==> config.mk <==
export PLATFORM = sky130hd
export DESIGN_NAME = sw_debounce
export DESIGN_NICKNAME = d
export VERILOG_FILES = /design/src/rtl/sw_debounce.sv
export SDC_FILE = /design/constraint.sdc
export NUM_CORES = 1
export LEC_CHECK = 0
export CAP_MARGIN = 10
export CORE_MARGIN = 2
export CORE_UTILIZATION = 45
export CTS_CLUSTER_DIAMETER = 30
export CTS_CLUSTER_SIZE = 40
export DETAILED_ROUTE_END_ITERATION = 6
export GPL_ROUTABILITY_DRIVEN = 0
export PLACE_DENSITY = 0.72
export SLEW_MARGIN = 25
export SYNTH_ARGS = -nofsm -noshare
export SYNTH_HDL_FRONTEND = slang
export SYNTH_SLANG_ARGS = --single-unit
==> constraint.sdc <==
create_clock -name CLOCK_50 -period 2.4 [get_ports CLOCK_50]
set_input_delay 0.72 -clock CLOCK_50 [delete_from_list [all_inputs] [get_ports CLOCK_50]]
set_output_delay 0.72 -clock CLOCK_50 [all_outputs]
set_load 0.01 [all_outputs]
==> src/rtl/sw_debounce.sv <==
// sw_debounce: two-flop synchronizer plus an independent stability counter per switch bit.
// The debounced level and its rise/fall/any-change strobes are all registered.
`timescale 1ns/1ps
module sw_debounce #(
   parameter int WIDTH   = 10,
   parameter int CNT_MAX = 500000,
   parameter int CNT_W   = 19
) (
   input  logic             CLOCK_50,
   input  logic             resetn,
   input  logic [WIDTH-1:0] SW,
   output logic [WIDTH-1:0] sw_stable,
   output logic [WIDTH-1:0] sw_rise,
   output logic [WIDTH-1:0] sw_fall,
   output logic             sw_changed
);
   localparam logic [CNT_W-1:0] CNT_LAST = CNT_W'(CNT_MAX - 1);
   localparam logic [CNT_W-1:0] CNT_ONE  = CNT_W'(1);
   localparam logic [CNT_W-1:0] CNT_ZERO = {CNT_W{1'b0}};
   localparam logic [WIDTH-1:0] BITS_ZERO = {WIDTH{1'b0}};

   logic [WIDTH-1:0]            sync1_q, sync1_d;
   logic [WIDTH-1:0]            sync2_q, sync2_d;
   logic [WIDTH-1:0]            stable_q, stable_d;
   logic [WIDTH-1:0]            rise_q, rise_d;
   logic [WIDTH-1:0]            fall_q, fall_d;
   logic                        changed_q, changed_d;
   logic [WIDTH-1:0][CNT_W-1:0] cnt_q, cnt_d;

   // Next-state: any return to the stable level restarts qualification from zero.
   always_comb begin
      sync1_d  = SW;
      sync2_d  = sync1_q;
      stable_d = stable_q;
      cnt_d    = cnt_q;
      for (int i = 0; i < WIDTH; i++) begin
         if (sync2_q[i] == stable_q[i]) begin
            cnt_d[i] = CNT_ZERO;
         end else if (cnt_q[i] == CNT_LAST) begin
            stable_d[i] = sync2_q[i];
            cnt_d[i]    = CNT_ZERO;
         end else begin
            cnt_d[i] = cnt_q[i] + CNT_ONE;
         end
      end
      rise_d    = stable_d & ~stable_q;
      fall_d    = ~stable_d & stable_q;
      changed_d = |(rise_d | fall_d);
   end

   // State registers with synchronous active-low reset.
   always_ff @(posedge CLOCK_50) begin
      if (!resetn) begin
         sync1_q   <= BITS_ZERO;
         sync2_q   <= BITS_ZERO;
         stable_q  <= BITS_ZERO;
         rise_q    <= BITS_ZERO;
         fall_q    <= BITS_ZERO;
         changed_q <= 1'b0;
         cnt_q     <= {WIDTH{CNT_ZERO}};
      end else begin
         sync1_q   <= sync1_d;
         sync2_q   <= sync2_d;
         stable_q  <= stable_d;
         rise_q    <= rise_d;
         fall_q    <= fall_d;
         changed_q <= changed_d;
         cnt_q     <= cnt_d;
      end
   end

   assign sw_stable  = stable_q;
   assign sw_rise    = rise_q;
   assign sw_fall    = fall_q;
   assign sw_changed = changed_q;

endmodule

After elaboration in Yosys (flattened, before gate mapping)
Cells that the tools add are included.
Widths: inputs -> output; s select.
Word-level totals
  bits in registers: 241
  latch bits: 0
  bits in writable memories: 0
  memory bits (read-only): 0
  bits of input ports: 12
  output and inout bits: 31
  word-level logic and storage cells: 83
  memories kept: 0
Operators by class
  add/subtract/negate cells: 10
  multiply operators: 0
  divide/modulo/power cells: 0
  $lt $le $gt $ge: 0
  eq/ne operators: 20
  shift-type cells: 0
  muxes and demuxes: 20
  bitwise logic cells: 6
  reduce and logical (&&, ||, !) cells: 11
Operators by type and width (number)
  $add 19x1->19 const B: 10
  $eq 19x19->1 const B: 10
  $reduce_or 3->1: 10
  $and 10x10->10: 2
  $mux 1: 20
  $not 10->10: 2
  $eq 1x1->1: 10
  $or 10x10->10: 1
  $reduce_or 10->1: 1
  $not 1->1: 1

Longest topological paths before layout
  depth after elaboration: 7
  mapped depth: 10
  mapped depth without buffers: 9

Worst setup path before layout
No wires, ideal clock.
  path type: reg2reg
  from: register cnt_q[66] (netlist bit)
  to: register changed_q (netlist: sw_changed)
  library setup time: 128 ps
  arrival: 2189 ps
  required time: 2272 ps
  path slack: 83 ps
  stages on the path, launching flop included: 9
  buffers on the path: 0
  path through: dfxtp_1 or4_1 or4_4 o21ai_0 nand2_1 ha_1 nand4_1 nor3_1 nor2_1
On the way
  longest elaborated chain between the ends: 7
Ends and longest elaborated chain
  from (decl): line 28  | logic [WIDTH-1:0][CNT_W-1:0] cnt_q, cnt_d;
  from (signal assigned): line 60  | cnt_q <= {WIDTH{CNT_ZERO}};
  from (signal assigned): line 68  | cnt_q <= cnt_d;
  $eq 19x19->1 *: line 39  | end else if (cnt_q[i] == CNT_LAST) begin
  $mux 1 *: line 39
  $mux 1 *: line 37  | if (sync2_q[i] == stable_q[i]) begin
  via stable_d[3]: line 24  | logic [WIDTH-1:0] stable_q, stable_d;
  $not 10->10: line 47  | fall_d = ~stable_d & stable_q;
  $and 10x10->10: line 47
  $or 10x10->10 *: line 48  | changed_d = |(rise_d | fall_d);
  $reduce_or 10->1 *: line 48
  to (signal assigned): line 67  | changed_q <= changed_d;
  to (decl): line 27  | logic changed_q, changed_d;
Mark *: on every way through the listed nets, which the timed path passes. The rest lies on a longest branch.
A chain may end at the register's enable or synchronous reset.

Final worst setup path
  from: register cnt_q[159] (netlist bit)
  to: register changed_q (netlist: sw_changed)
The elaborated chain is that of the path after synthesis.

==> metrics.md <==
| Metric | Value |
|---|---|
| Final min period | `around 2400 ps` |
| Register area share after synthesis | `between 40% and 50%` |
| Avg Inst Size Synth | `approximately 9 sq um` |
| FILL cells | `1922` |
| # H-tree levels | `2` |
| Period utilization | `100%` |
| Fin nets | `around 1300` |
| Finished Layout Cells | `~1600` |
| Setup CP Type | `flop to flop` |
| Vias in the first global route | `just over 8000` |
| Dpl hpwl | `~15000 microns` |
| Met2 Use GR | `30.3%` |
| Number of synthesized flops with an enable pin | `0` |
| Failing checks | `negative setup slack` |
| Asr flop ratio synth | `0%` |
| Number of buffers created by CTS | `50` |
| R2R depth | `8` |
| Final cell utilization of the core | `roughly 59%` |
| Final hold vios | `0` |
| Grt peak-use layer | `met2` |
| Slowest cell delay on critical path | `around 520 ps` |
| Layout overhead on the synthesized area | `28.0%` |
| RSZ-0062 raised after global routing | `true` |
| Final ANT Viol Nets | `0` |
| Grt ovf | `0` |
| Cell taking the most area after synthesis | `dfxtp_1` |
| ANT cells | `0` |
| Worst setup SP type | `flop` |
| Critical Path Sink Type | `flop` |
| Met1 usage | `22.0%` |
| Pwr Density | `approximately 860 nW/um^2` |
| Mapped Nets | `~1200` |
| Crit path max fanout | `3` |
| Crit path to | `sw_changed` |
| CP arrival | `2840 ps` |
| Reg2reg start | `cnt_q[159]` |
| Yosys warns | `0` |
| Routed WL | `~22000 microns` |
| DR DRC count | `0` |
| Max-cap violations | `0` |
| Routed vias | `between 8000 and 9000` |
| Worst Skew | `between 10 and 15 ps` |
| Post-synth top cells | `dfxtp_1 (241), nor2_1 (153), nand3_1 (71), xor2_1 (67)` |
| Worst Tran Pin Value | `approximately 700 ps` |
| Core Rows | `55` |
| Largest net degree at the start of global routing | `20` |
| Multi-input logic area | `5390 sq um` |
| GR Layer Usage met3 | `under 10%` |
| Pins Over Slew Limit | `0` |
| Initial core utilization | `46.1%` |
| Initial drt markers | `between 400 and 500` |
| Post-synth top area share | `between 40% and 50%` |
| Max stage delay cell, worst path | `or4_1` |
| Most frequent cell after synthesis | `dfxtp_1` |
| Final setup viols | `1` |
| IO Pins | `43` |
| R2R Setup Slk | `-9 ps` |
| Reg2reg end | `sw_changed` |
| Worst rel slew slack | `between 50% and 60%` |
| Cells after Synth | `1178` |
| First-pass GRT wire length | `between 30000 and 40000 microns` |
| Worst VDD drop | `between 0.5 and 0.6 mV` |
| Hold slack | `roughly 430 ps` |
| Clk sinks | `between 200 and 250` |
| Die width | `approximately 160 microns` |
| Hold Path Class | `flop to flop` |
| Worst setup margin | `-8.88 ps` |
| Worst skew pair latency | `550 ps` |
| Worst path required time | `roughly 2800 ps` |
| CORE AREA | `~23000 sq um` |
| Crit-path cells | `or4_1, or4_4, or3_4, nand2_2, ha_1, nand4_1, nor3_2, nor2_1` |
| Synthesized area | `approximately 11000 sq um` |
| DIE AREA | `24600 sq um` |
| Die Ht | `157 microns` |
| Post-DR wirelength/cell | `between 10 and 15 microns` |
| PortBufs | `42` |
| Clk root buf | `clkbuf_16` |
| Clock Path Buffers | `3` |
| Synthesis-stage register bit count | `roughly 240` |
| Share of cells above drive strength 1 | `roughly an eighth` |
| Design Power | `11.5 mW` |
| Reg area | `between 4000 and 5000 sq um` |
| Placed instance count | `between 1500 and 2000` |
| Setup WS pre-CTS | `-54.7 ps` |
| Hold Buf Count CTS | `0` |
| Status | `complete, but fails checks` |
| Clk pin slew, worst setup/hold paths | `roughly 50 ps` |
| Fmax | `between 400 and 500 MHz` |
| Area contributors post-synth | `dfxtp_1 (46%), xor2_1 (5.6%), nor2_1 (5.5%), xnor2_1 (5.2%), ha_1 (3.6%)` |
| Vias/cell | `about 5.2` |
| CTS tree | `built` |
| Antenna violations before repair | `0` |
| Synth cell types | `45` |
| Router iterations before antenna repair | `5` |
| Dominant synthesized flop cell | `dfxtp_1` |
| Leak pwr | `approximately 4.6 nW` |
| Worst setup path start | `cnt_q[159]` |
| Tot GR Track Use | `between 10% and 20%` |
[layout by cell type, fill, tap and decap left out, drive strengths merged, types with 54 or more instances in the layout]
cell	Yosys	routed
and2	55	55
buf	7	55
a21oi	60	60
xnor2	63	63
clkbuf	26	57
nand2	63	63
nand4	54	54
inv	48	56
dfxtp	241	241
nor2	153	153
xor2	67	67
nand3	71	71
[flip-flops by register name (all words and copies together) (netlist names)]
| signal | cells |
|---|---|
| sync1_q | 10 |
| sync2_q | 10 |
| sw_changed | 1 |
| sw_rise | 10 |
| sw_stable | 10 |
| sw_fall | 10 |
| cnt_q | 190 |
[layout make-up]
type / instances / area share, %
timing repair buffer: 96 / 6.10
tap: 313 / 2.91
inverter: 48 / 1.34
multi-input combinational: 856 / 40.1
sequential: 241 / 35.9
clock buffer: 57 / 9.94
clock inverter: 37 / 3.76
[through the flow]
stage	cell area (sq um)	setup TNS [ps]
finish	13500	-8.88
global route	13500	-87.3
CTS	13400	0
detailed placement	11600	-54.7
global placement	11600	-17.6
floorplan	10500	0
[power breakdown]
part / switching, mW / leakage [nW] / internal [mW]
clock network: 2.33 / 0.910 / 5.03
registers: 0.0128 / 1.95 / 4.03
logic: 0.0588 / 1.77 / 0.0445
total: 2.40 / 4.63 / 9.10
[routing by layer]
metal  routed length [microns]  up-vias
li1                          -     4397
met1                      9810     4049
met2                     10300      123
met3                       908       41
met4                       565        0
met5                         0        -
[critical path: cells and delay by family (launching register included)]
kind / cells / cell delay, ps
adders and majority gates: 1 / 120
DFF: 1 / 300
and+or+nand+nor: 7 / 1870
[worst min-delay path by stage]
stage / start / to / slack (ps) / depth (start not counted)
3_3_place_gp: sync1_q[8] / sync2_q[8] / 410 / 1
3_5_place_dp: sync1_q[7] / sync2_q[7] / 420 / 1
5_1_grt: sync1_q[7] / sync2_q[7] / 450 / 1
2_1_floorplan: sync1_q[0] / sync2_q[0] / 410 / 1
4_1_cts: sync1_q[7] / sync2_q[7] / 430 / 1
6_report: sync1_q[7] / sync2_q[7] / 430 / 1
[cell families (layout without fill, tap and decap cells)]
kind of cell / after synthesis / in the layout / share of synthesized area [%]
AOI/OAI and AO/OA: 130 / 130 / 7.17
xor gates and xnor gates: 130 / 130 / 10.8
adders and majority gates: 30 / 30 / 3.57
buffers and inverters: 81 / 238 / 3.17
DFF: 241 / 241 / 45.9
and+or+nand+nor: 566 / 566 / 29.4
[what timing repair did]
action                     in CTS  in global routing
gates resized for setup         3                 13
setup endpoints to repair       1                  4
pin swaps                       0                  1
setup buffers                   0                  0
Power figures use the tool's default switching activity.
